`config.mk`:
```
export PLATFORM = sky130hd
export DESIGN_NAME = ctrl_frame_port_arbiter
export DESIGN_NICKNAME = d
export VERILOG_FILES = /design/src/rtl/ctrl_frame_port_arbiter_pkg.sv /design/src/rtl/ctrl_frame_port_arbiter_rr_picker.sv /design/src/rtl/ctrl_frame_port_arbiter.sv
export SDC_FILE = /design/constraint.sdc
export NUM_CORES = 1
export LEC_CHECK = 0
export CAP_MARGIN = 0
export CELL_PAD_IN_SITES_DETAIL_PLACEMENT = 0
export CELL_PAD_IN_SITES_GLOBAL_PLACEMENT = 2
export CORE_AREA = 4 4 277 279
export CTS_BUF_LIST = sky130_fd_sc_hd__clkbuf_16
export CTS_CLUSTER_DIAMETER = 100
export DETAILED_ROUTE_END_ITERATION = 8
export DIE_AREA = 0 0 281 283
export GPL_TIMING_DRIVEN = 0
export PLACE_DENSITY = 0.65
export REMOVE_ABC_BUFFERS = 1
export SLEW_MARGIN = 0
export SYNTH_ARGS = -nofsm -noshare
export SYNTH_HDL_FRONTEND = slang
export SYNTH_SLANG_ARGS = --single-unit
```
`constraint.sdc`:
```
create_clock -name clk -period 1.8 [get_ports clk]
set_input_delay 0.27 -clock clk [delete_from_list [all_inputs] [get_ports clk]]
set_output_delay 0.27 -clock clk [all_outputs]
set_load 0.02 [all_outputs]
```
`src/rtl/ctrl_frame_port_arbiter_pkg.sv`:
```
// Shared definitions for the frame-granular port arbiter: FSM encoding,
// port-id width, watchdog defaults and the round-robin pointer helper.
package ctrl_frame_port_arbiter_pkg;

  localparam int PORT_ID_W          = 3;
  localparam int WDT_CNT_W          = 16;
  localparam int WDT_CYCLES_DEFAULT = 4096;

  typedef enum logic [1:0] {
    S_IDLE    = 2'd0,
    S_HOLD    = 2'd1,
    S_RELEASE = 2'd2
  } arb_state_e;

  // Port index after 'id', wrapping at 'num_ports'.
  function automatic logic [PORT_ID_W-1:0] wrap_inc(input logic [PORT_ID_W-1:0] id,
                                                   input int num_ports);
    if (int'(id) + 1 >= num_ports) return '0;
    return id + PORT_ID_W'(1);
  endfunction

endpackage

```
`src/rtl/ctrl_frame_port_arbiter_rr_picker.sv`:
```
// Combinational round-robin winner select: first requesting port at or after
// rr_ptr, wrapping back to port 0.
module rr_picker
  import ctrl_frame_port_arbiter_pkg::*;
#(
  parameter int NUM_PORTS = 4
) (
  input  logic [NUM_PORTS-1:0] req,
  input  logic [PORT_ID_W-1:0] rr_ptr,
  output logic [PORT_ID_W-1:0] winner,
  output logic                 any_req
);

  logic [NUM_PORTS-1:0] upper_req;
  logic [PORT_ID_W-1:0] upper_win;
  logic [PORT_ID_W-1:0] lower_win;

  // The rotation is realised as two priority encodes: ports at or above the
  // pointer win first, otherwise the search wraps to the lowest request.
  always_comb begin
    upper_req = '0;
    upper_win = '0;
    lower_win = '0;
    for (int i = 0; i < NUM_PORTS; i++) begin
      upper_req[i] = req[i] && (PORT_ID_W'(i) >= rr_ptr);
    end
    for (int i = NUM_PORTS - 1; i >= 0; i--) begin
      if (upper_req[i]) upper_win = PORT_ID_W'(i);
      if (req[i])       lower_win = PORT_ID_W'(i);
    end
    any_req = |req;
    winner  = (|upper_req) ? upper_win : lower_win;
  end

endmodule

```
`src/rtl/ctrl_frame_port_arbiter.sv`:
```
// Frame-granular round-robin arbiter muxing NUM_PORTS header/body FIFOs onto one
// consumer. Optional watchdog enabled by defining CTRL_ARB_WATCHDOG_EN.
module ctrl_frame_port_arbiter
  import ctrl_frame_port_arbiter_pkg::*;
#(
  parameter int NUM_PORTS     = 4,
  parameter int HEADER_DWIDTH = 128,
  parameter int WDT_CYCLES    = WDT_CYCLES_DEFAULT
) (
  input  logic                               clk,
  input  logic                               arst_n,
  input  logic [NUM_PORTS*HEADER_DWIDTH-1:0] s_h_fifo_dout,
  input  logic [NUM_PORTS-1:0]               s_h_fifo_empty,
  output logic [NUM_PORTS-1:0]               s_h_fifo_rden,
  input  logic [NUM_PORTS*8-1:0]             s_b_fifo_dout,
  input  logic [NUM_PORTS-1:0]               s_b_fifo_empty,
  input  logic [NUM_PORTS-1:0]               s_b_fifo_del,
  output logic [NUM_PORTS-1:0]               s_b_fifo_rden,
  output logic [HEADER_DWIDTH-1:0]           m_h_fifo_dout,
  output logic                               m_h_fifo_empty,
  input  logic                               m_h_fifo_rden,
  output logic [7:0]                         m_b_fifo_dout,
  output logic                               m_b_fifo_empty,
  output logic                               m_b_fifo_del,
  input  logic                               m_b_fifo_rden,
  output logic [2:0]                         m_port_id,
  output logic                               m_grant_valid,
  output logic                               wdt_err
);

  arb_state_e           state, state_next;
  logic [PORT_ID_W-1:0] grant_id, grant_id_next;
  logic [PORT_ID_W-1:0] rr_ptr, rr_ptr_next;
  logic                 grant_valid;
  logic [PORT_ID_W-1:0] winner;
  logic                 any_req;
  logic                 wdt_fire;

  rr_picker #(
    .NUM_PORTS(NUM_PORTS)
  ) u_rr_picker (
    .req    (~s_h_fifo_empty),
    .rr_ptr (rr_ptr),
    .winner (winner),
    .any_req(any_req)
  );

  always_ff @(posedge clk or negedge arst_n) begin
    if (!arst_n) begin
      state       <= S_IDLE;
      grant_id    <= '0;
      rr_ptr      <= '0;
      grant_valid <= 1'b0;
    end else begin
      state       <= state_next;
      grant_id    <= grant_id_next;
      rr_ptr      <= rr_ptr_next;
      grant_valid <= (state_next == S_HOLD);
    end
  end

  // A frame ends only on a header pop (or a watchdog timeout); the pointer
  // advances during the release cycle so the next pick starts after this port.
  always_comb begin
    state_next    = state;
    grant_id_next = grant_id;
    rr_ptr_next   = rr_ptr;
    case (state)
      S_IDLE: begin
        if (any_req) begin
          grant_id_next = winner;
          state_next    = S_HOLD;
        end
      end
      S_HOLD: begin
        if (m_h_fifo_rden || wdt_fire) state_next = S_RELEASE;
      end
      S_RELEASE: begin
        rr_ptr_next = wrap_inc(grant_id, NUM_PORTS);
        state_next  = S_IDLE;
      end
      default: state_next = S_IDLE;
    endcase
  end

`ifdef CTRL_ARB_WATCHDOG_EN
  logic [WDT_CNT_W-1:0] wdt_cnt;
  logic                 wdt_err_q;

  always_ff @(posedge clk or negedge arst_n) begin
    if (!arst_n) begin
      wdt_cnt   <= '0;
      wdt_err_q <= 1'b0;
    end else begin
      if (state != S_HOLD)  wdt_cnt <= '0;
      else                  wdt_cnt <= wdt_cnt + WDT_CNT_W'(1);
      if (wdt_fire)         wdt_err_q <= 1'b1;
    end
  end

  // A header pop in the final cycle still ends the frame normally.
  assign wdt_fire = (state == S_HOLD) && !m_h_fifo_rden &&
                    (wdt_cnt == WDT_CNT_W'(WDT_CYCLES - 1));
  assign wdt_err  = wdt_err_q;
`else
  assign wdt_fire = 1'b0;
  assign wdt_err  = 1'b0;
`endif

  // Data path is purely combinational from the registered grant, so no
  // latency is added and nothing leaks through outside S_HOLD.
  always_comb begin
    m_h_fifo_dout  = '0;
    m_h_fifo_empty = 1'b1;
    m_b_fifo_dout  = '0;
    m_b_fifo_empty = 1'b1;
    m_b_fifo_del   = 1'b0;
    s_h_fifo_rden  = '0;
    s_b_fifo_rden  = '0;
    for (int i = 0; i < NUM_PORTS; i++) begin
      if (grant_valid && (grant_id == PORT_ID_W'(i))) begin
        m_h_fifo_dout    = s_h_fifo_dout[i*HEADER_DWIDTH +: HEADER_DWIDTH];
        m_h_fifo_empty   = s_h_fifo_empty[i];
        m_b_fifo_dout    = s_b_fifo_dout[i*8 +: 8];
        m_b_fifo_empty   = s_b_fifo_empty[i];
        m_b_fifo_del     = s_b_fifo_del[i];
        s_h_fifo_rden[i] = m_h_fifo_rden;
        s_b_fifo_rden[i] = m_b_fifo_rden;
      end
    end
  end

  assign m_port_id     = grant_valid ? grant_id : '0;
  assign m_grant_valid = grant_valid;

endmodule
```
# == Yosys cells after proc, flatten, opt, wreduce, memory -nomap -nowiden ==
# Index checks and enable logic that the tools add are counted.
# word_totals
word_cells,76
out_inout_bits,152
register_bits,9
in_bits,560
# classes
n_addsub,2
order_cmp,5
bitwise,1
n_eq_ne,6
reduce_logical,13
n_mux,45
# ops
cell,count
two-way mux 128 bit,4
two-way mux 8 bit,4
two-way mux 1 bit,22
two-way mux 2 bit,11
two-way mux 3 bit,3
logical AND 1 bit,8
OR reduction 4 bit,2
"equality test 3 x 2 -> 1 bit, second input constant",2
"greater-or-equal comparator 1 x 3 -> 1 bit, first input constant",2
"greater-or-equal comparator 2 x 3 -> 1 bit, first input constant",2
"adder 3 x 1 -> 4 bit, second input constant",1
"equality test 2 x 1 -> 1 bit, second input constant",2
"greater-or-equal comparator 4 x 3 -> 1 bit, second input constant",1
inverter 4 bit,1
one-hot mux 2 bit (2 select lines),1
"adder 3 x 1 -> 3 bit, second input constant",1
"equality test 3 x 1 -> 1 bit, second input constant",1
zero test 3 bit,1
"equality test 2 bit, second input constant",1
zero test 2 bit,1
AND reduction 2 bit,1

# == Logic depth before layout (Yosys ltp) ==
# Gate-level depths: netlist of run 1.
# depth
word_depth,7
ltp_mapped,9

# == By module ==
# A second synthesis of run 1 with hierarchy kept.
# unflattened
cells_unflattened,873
area_unflattened_um2,5422.7
# modules_own_cells
mod,cells_each,area_per_inst_um2,n_inst
ctrl_frame_port_arbiter,853,5307.6,1
rr_picker,20,115.1,1

# == Worst setup path before layout of run 1 ==
# No wires, ideal clock.
# synth_timing
path_type,register to output
start,reg grant_id[0]
end,out m_h_fifo_dout[100]
required_time_ns,1.530
path_stages_with_launch,8
path_buffers,2
arrival_ns,1.804
setup_slack_ns,-0.274
cell_sequence,dfrtp_1 inv_1 ha_1 nand2_1 clkbuf_1 buf_1 o21ai_1 a21oi_1
# synth_between
elab_chain_len,6
# synth_lines
item,line,text
from (decl),ctrl_frame_port_arbiter.sv:32,"logic [PORT_ID_W-1:0] grant_id, grant_id_next;"
from (signal assigned),ctrl_frame_port_arbiter.sv:56,grant_id <= grant_id_next;
zero test 3 bit,ctrl_frame_port_arbiter.sv:121,if (grant_valid && (grant_id == PORT_ID_W'(i))) begin
logical AND 1 bit,ctrl_frame_port_arbiter.sv:121,
two-way mux 128 bit (3 in series),ctrl_frame_port_arbiter.sv:121,
two-way mux 128 bit (*),ctrl_frame_port_arbiter.sv:121,
to (decl),ctrl_frame_port_arbiter.sv:19,"output logic [HEADER_DWIDTH-1:0] m_h_fifo_dout,"
# Mark *: on every way between the ends. The rest lies on a longest branch, timed or not.

# == Worst setup path after layout of run 1 ==
# layout_timing
start,reg grant_id[0]
end,out m_h_fifo_dout[78]
# Same word-level chain as after synthesis.

==> results.cfg, run 1 <==
[run_status]
outcome = finished with violations
violations = setup timing

[pwr]
powerDensity_mw_per_mm2 = 1720
power_leakage_nw = 5.86
vdd_drop_max_uv = 988
p_total_mw = 25.8

[place]
finalWeightedCongestion = 0.830
io_buffers = 709
hpwl_um = 39000
place_ws_ps = -1930
place_inst = 2309
placed_area_sq_mm = 0.0124

[synthesis]
synth_area_sq_mm = 0.00435
synth_xor_area_share_pct = 0
synth_simple_gate_area_share_pct = 16.0
synth_edf_count = 0
synth_top_family_by_area = compound AO/OA/AOI/OAI gates
synth_cell_types = 29
synth_warnings = 0
synth_compound_area_share_pct = 65.6
seq_area_frac_synth_pct = 4.61
ys_seq_elements = 8
syn_inst = 714
synth_top_area_cell = a221o_1
synth.most_common_cell = nor2_1
synthMuxAreaShare_pct = 0.259
ys_top_cells_by_count = 146 x nor2_1, 139 x a21oi_1, 137 x a221o_1
synth.area.top_cells = a221o_1 32%, a21oi_1 16%, o21ai_1 15%
async_flop_share_pct = 100
synth-main-ff-cell = dfrtp_1
synth_area_per_cell_sq_um = 6.09
synth_top_cell_area_share_pct = 31.6
synth_fa_ha_area_share_pct = 1.15

[drt]
drcViolationCount = 0
drt-initial-drc-count = 483
vias_per_cell = 4.00
vias = 9819
dr.pass1.iters = 5
wl_per_cell_um = 29.6
postRouteAntennaNets = 0
drt_wl_total_um = 72600

[sta]
slew_violations = 0
fin_crit_sh_pct = 146
setup_ws_ps = -821
skew_ps = 1.90
rsz0062_at_grt = yes
max_freq_mhz = 381
fin_setup_tns_ps = -93410
period_minus_slack_ps = 2620
finalSetupViolCount = 141
hold_viol = 0

[global_route]
grt_pass1_wl_um = 83300
grt.total_usage_pct = 14.8
grt_pass1_vias = 9981
grt_use_met1_pct = 16.8
overflow = 0
grt-busiest-layer = met2
grt_max_degree = 71
use_met3_pct = 2.91
antenna_found_initial = 16
use_met2_pct = 28.4

[worst_setup_path]
crit_slowest_cell = dfrtp_2
crit_buf_inv = 4
end_kind = output port
worstSetupPathType = register to output port
cp_slowest_stage_delay_ps = 440
critPathRequiredTime_ps = 1530
worstPathMaxFanout = 7
arrival_ps = 2350
cp-start-kind = register
path_common_cell = buf_4
crit_chain = ha_4, buf_4, and2_4, buf_12, buf_16, a221o_1, o21ai_2, a21oi_1, buf_4
crit_family = compound AO/OA/AOI/OAI gates

[clocking]
clkSinkCount = 8
cts_tree = done
cts-htree-levels = 1
cts-root-buf = clkbuf_16
cts-buffers-inserted = 3
path_clk_slew_ps = 40
cts_buffer_depth = 2
worstSkewPairLatency_ps = 230

[layout]
stdcell_area_sq_mm = 0.0150
fin_nets = 2046
area_growth_pct = 245
fin_cells = 2452
drive_gt1_share_pct = 25.2

[floorplanning]
io_pins = 712
die_area_sq_mm = 0.0795
fp.coreArea_sq_mm = 0.0742
die_x_um = 281
initial_core_util_pct = 5.86
rows = 100
die_h_um = 283

[run]
cap_violations = 0

[min_path]
hold_path_class = input pin to async pin
-- flip-flops by register name (all words and copies together), names as in the netlist --
signal,cells
rr_ptr,3
grant_id,2
state,2
m_grant_valid,1
-- kinds of logic (layout without fill, tap and decap cells) --
kind of cell / count (synthesis) / after routing
buffers and inverters: 99 / 851
AND/OR/NAND/NOR: 173 / 186
adder cells (fa/ha/maj): 4 / 4
multiplexers: 1 / 1
flip-flops: 8 / 8
other: 1 / 5
AO/OA/AOI/OAI: 428 / 428
-- repair_timing --
| item | CTS | global route |
|---|---|---|
| hold buffers | 0 | 0 |
| cloned | 43 | 27 |
| endpoints found under the setup margin | 150 | 150 |
| buffers inserted | 45 | 31 |
| pin swaps | 123 | 112 |
| gates resized for setup | 740 | 195 |
-- placed cells by master (no fill, tap or decap), types with 10 or more instances in the layout --
master / n
nor2_1: 144
and2_4: 10
a21oi_2: 29
clkdlybuf4s50_1: 559
a221o_1: 137
buf_16: 38
a21oi_1: 110
buf_6: 45
clkbuf_16: 18
o21ai_1: 109
o21ai_2: 27
buf_4: 132
buf_12: 31
-- path summary, 6_finish.rpt --
check	from	to	slack (ps)	depth (start not counted)
min in group clk	rr_ptr[0]	rr_ptr[0]	560	2
setup / recovery	grant_id[0]	m_h_fifo_dout[78]	-820	9
hold reg to reg	rr_ptr[0]	rr_ptr[0]	560	2
max in group asynchronous	arst_n	m_grant_valid	1140	1
hold / removal	arst_n	rr_ptr[0]	340	1
setup reg to reg	state[0]	grant_id[0]	390	4
-- per-stage QoR --
step | utilization (%) | hold slack (ps)
2_1_floorplan | - | -25.6
3_3_place_gp | 16.4 | 531
3_5_place_dp | 16.8 | 545
4_1_cts | 18.9 | 343
5_1_grt | 20.2 | 367
6_report | 20.2 | 342
-- final cells by class --
cell class | count | area [sq um]
antenna | 3 | 7.51
tap | 969 | 1210
timing repair buffer | 843 | 9400
fill | 8304 | 59200
clock buffer | 3 | 75.1
multi-input combinational | 621 | 4080
sequential | 8 | 206
inverter | 5 | 21.3
-- where the power goes --
group	internal, mW	total (mW)	switching (mW)	leakage [nW]
Combinational	11.8	25.1	13.3	5.73
Clock	0.286	0.371	0.0847	0.0370
Sequential	0.268	0.375	0.107	0.0965
-- routing by layer --
| metal | up-vias | part of all wire, % |
|---|---|---|
| met1 | 4717 | 39 |
| met5 | - | 0.055 |
| met3 | 102 | 7.3 |
| li1 | 4353 | - |
| met2 | 641 | 50 |
| met4 | 6 | 3.7 |
Power figures use the tool's default switching activity.
==> run 2, diff against run 1 <==
- MAX_ROUTING_LAYER: unset -> met4
==> run 2 against run 1 <==
  * The flow still finishes with violations (setup timing)
  * Design area is 0.58% higher
  * Maximum frequency is 2.0% lower
  * Sequential power is 2% higher
  * Sequential share of layout area hardly changed
  * Die area stayed put
  * Global-route usage is 0.49 points higher
  * Register-to-register slack hardly changed
  * Final cell count is 0.90% higher
  * Clock-buffer cell count stayed put
  * Non-clock buffer count is 14 higher
  * Setup slack worse by 55 ps
==> results.cfg, run 2 (synthesized netlist as in run 1, its figures left out) <==
[clocking]
cts_buffer_depth = 2
path_clk_slew_ps = 40
clkSinkCount = 8
cts-buffers-inserted = 3
ctsHoldBuffers = 0
worstSkewPairLatency_ps = 230
cts-root-buf = clkbuf_16
cts-htree-levels = 1
cts_tree = done

[run_status]
outcome = finished with violations
violations = setup timing

[drt]
vias_per_cell = 4.05
drt-initial-drc-count = 690
drcViolationCount = 0
vias = 10000
postRouteAntennaNets = 0
wl_per_cell_um = 29.6
drt_wl_total_um = 73200
dr.pass1.iters = 5

[run]
cap_violations = 0

[worst_setup_path]
end_kind = output port
arrival_ps = 2410
critPathRequiredTime_ps = 1530
crit_slowest_cell = dfrtp_2
cp-start-kind = register
path_common_cell = buf_16
worstSetupPathType = register to output port
rr_worst_depth = 4
worstPathMaxFanout = 7
crit_chain = ha_4, and3b_4, buf_12, buf_16, buf_16, a221o_1, o21ai_1, a21oi_2, buf_6
cp_slowest_stage_delay_ps = 450

[sta]
slew_violations = 0
fin_crit_sh_pct = 149
skew_ps = 2.73
setup_ws_ps = -876
finalSetupViolCount = 141
rsz0062_at_grt = yes
max_freq_mhz = 374
period_minus_slack_ps = 2680
hold_viol = 0

[pwr]
p_total_mw = 25.9
power_leakage_nw = 5.90
vdd_drop_max_uv = 984
powerDensity_mw_per_mm2 = 1720

[place]
place_inst = 2309
finalWeightedCongestion = 0.843
hpwl_um = 39000
io_buffers = 709
place_ws_ps = -1930

[layout]
fillers = 8294
fin_util_pct = 20.3
largest_reg_flops = 3
reg_top3 = rr_ptr: 3 flops, grant_id: 2 flops, state: 2 flops
drive_gt1_share_pct = 26.2
area_growth_pct = 247
top_register = rr_ptr
layout_commonest_cell = clkdlybuf4s50_1
fin_nets = 2062
final_cell_mix = 559 x clkdlybuf4s50_1, 141 x nor2_1, 137 x a221o_1
fin_cells = 2474

[global_route]
use_met3_pct = 2.51
grt_use_met1_pct = 17.2
grt_pass1_vias = 10000
grt-busiest-layer = met2
grt_max_degree = 71
overflow = 0
grt_pass1_wl_um = 83500
grt.total_usage_pct = 15.3
antenna_found_initial = 19
use_met2_pct = 28.5

[floorplanning]
die_h_um = 283
die_x_um = 281
die_area_sq_mm = 0.0795
fp.coreArea_sq_mm = 0.0742
rows = 100
initial_core_util_pct = 5.86
io_pins = 712

[min_path]
hold_path_class = input pin to async pin
[run 2: report_power, final]
| group | switching (mW) | internal (mW) | total, mW | leakage (nW) |
|---|---|---|---|---|
| Clock | 0.0863 | 0.286 | 0.373 | 0.0370 |
| Combinational | 13.3 | 11.8 | 25.1 | 5.77 |
| Sequential | 0.115 | 0.268 | 0.383 | 0.0965 |
[run 2: final cells by class]
class | count | area, sq um | area share (%)
Timing Repair Buffer | 857 | 9450 | 62.7
Sequential cell | 8 | 206 | 1.37
Multi-Input combinational cell | 623 | 4090 | 27.1
Tap cell | 969 | 1210 | 8.04
Inverter | 5 | 21.3 | 0.141
Clock buffer | 3 | 75.1 | 0.498
Antenna cell | 9 | 22.5 | 0.149
[run 2: path summary, 6_finish.rpt]
| check | startpoint | to | slack [ps] |
|---|---|---|---|
| min reg2reg | rr_ptr[0] | rr_ptr[0] | 560 |
| min in group clk | rr_ptr[0] | rr_ptr[0] | 560 |
| max | grant_id[0] | m_b_fifo_dout[0] | -880 |
| min | arst_n | rr_ptr[0] | 340 |
| max reg2reg | state[0] | grant_id[0] | 400 |
| max in group asynchronous | arst_n | m_grant_valid | 1140 |
[run 2: through the flow]
| step | setup TNS, ps | area [sq um] | hold slack (ps) |
|---|---|---|---|
| after floorplan | -356380 | 3830 | -25.6 |
| after global placement | -830750 | 12100 | 531 |
| after detailed placement | -208720 | 12400 | 545 |
| after CTS | -99380 | 14000 | 343 |
| after global routing | -105790 | 15100 | 367 |
| final | -96640 | 15100 | 341 |
[run 2: timing repair]
action | 4_1_cts | 5_1_grt
pin swaps | 123 | 113
setup endpoints to repair | 150 | 150
cloned | 43 | 30
setup buffers | 45 | 49
resized for setup | 740 | 201
[run 2: layer usage]
metal	part of all wire, %	vias to the layer above
li1	-	4401
met1	39	4830
met2	50	708
met3	7.3	87
met4	2.9	0
met5	0	-
[run 2: critical path: cells and delay by family, from the launching register on]
family / cells / cell delay (ps)
compound gates: 3 / 520
buf+inv: 4 / 630
simple gates: 1 / 360
flops: 1 / 450
fa+ha+maj: 1 / 190
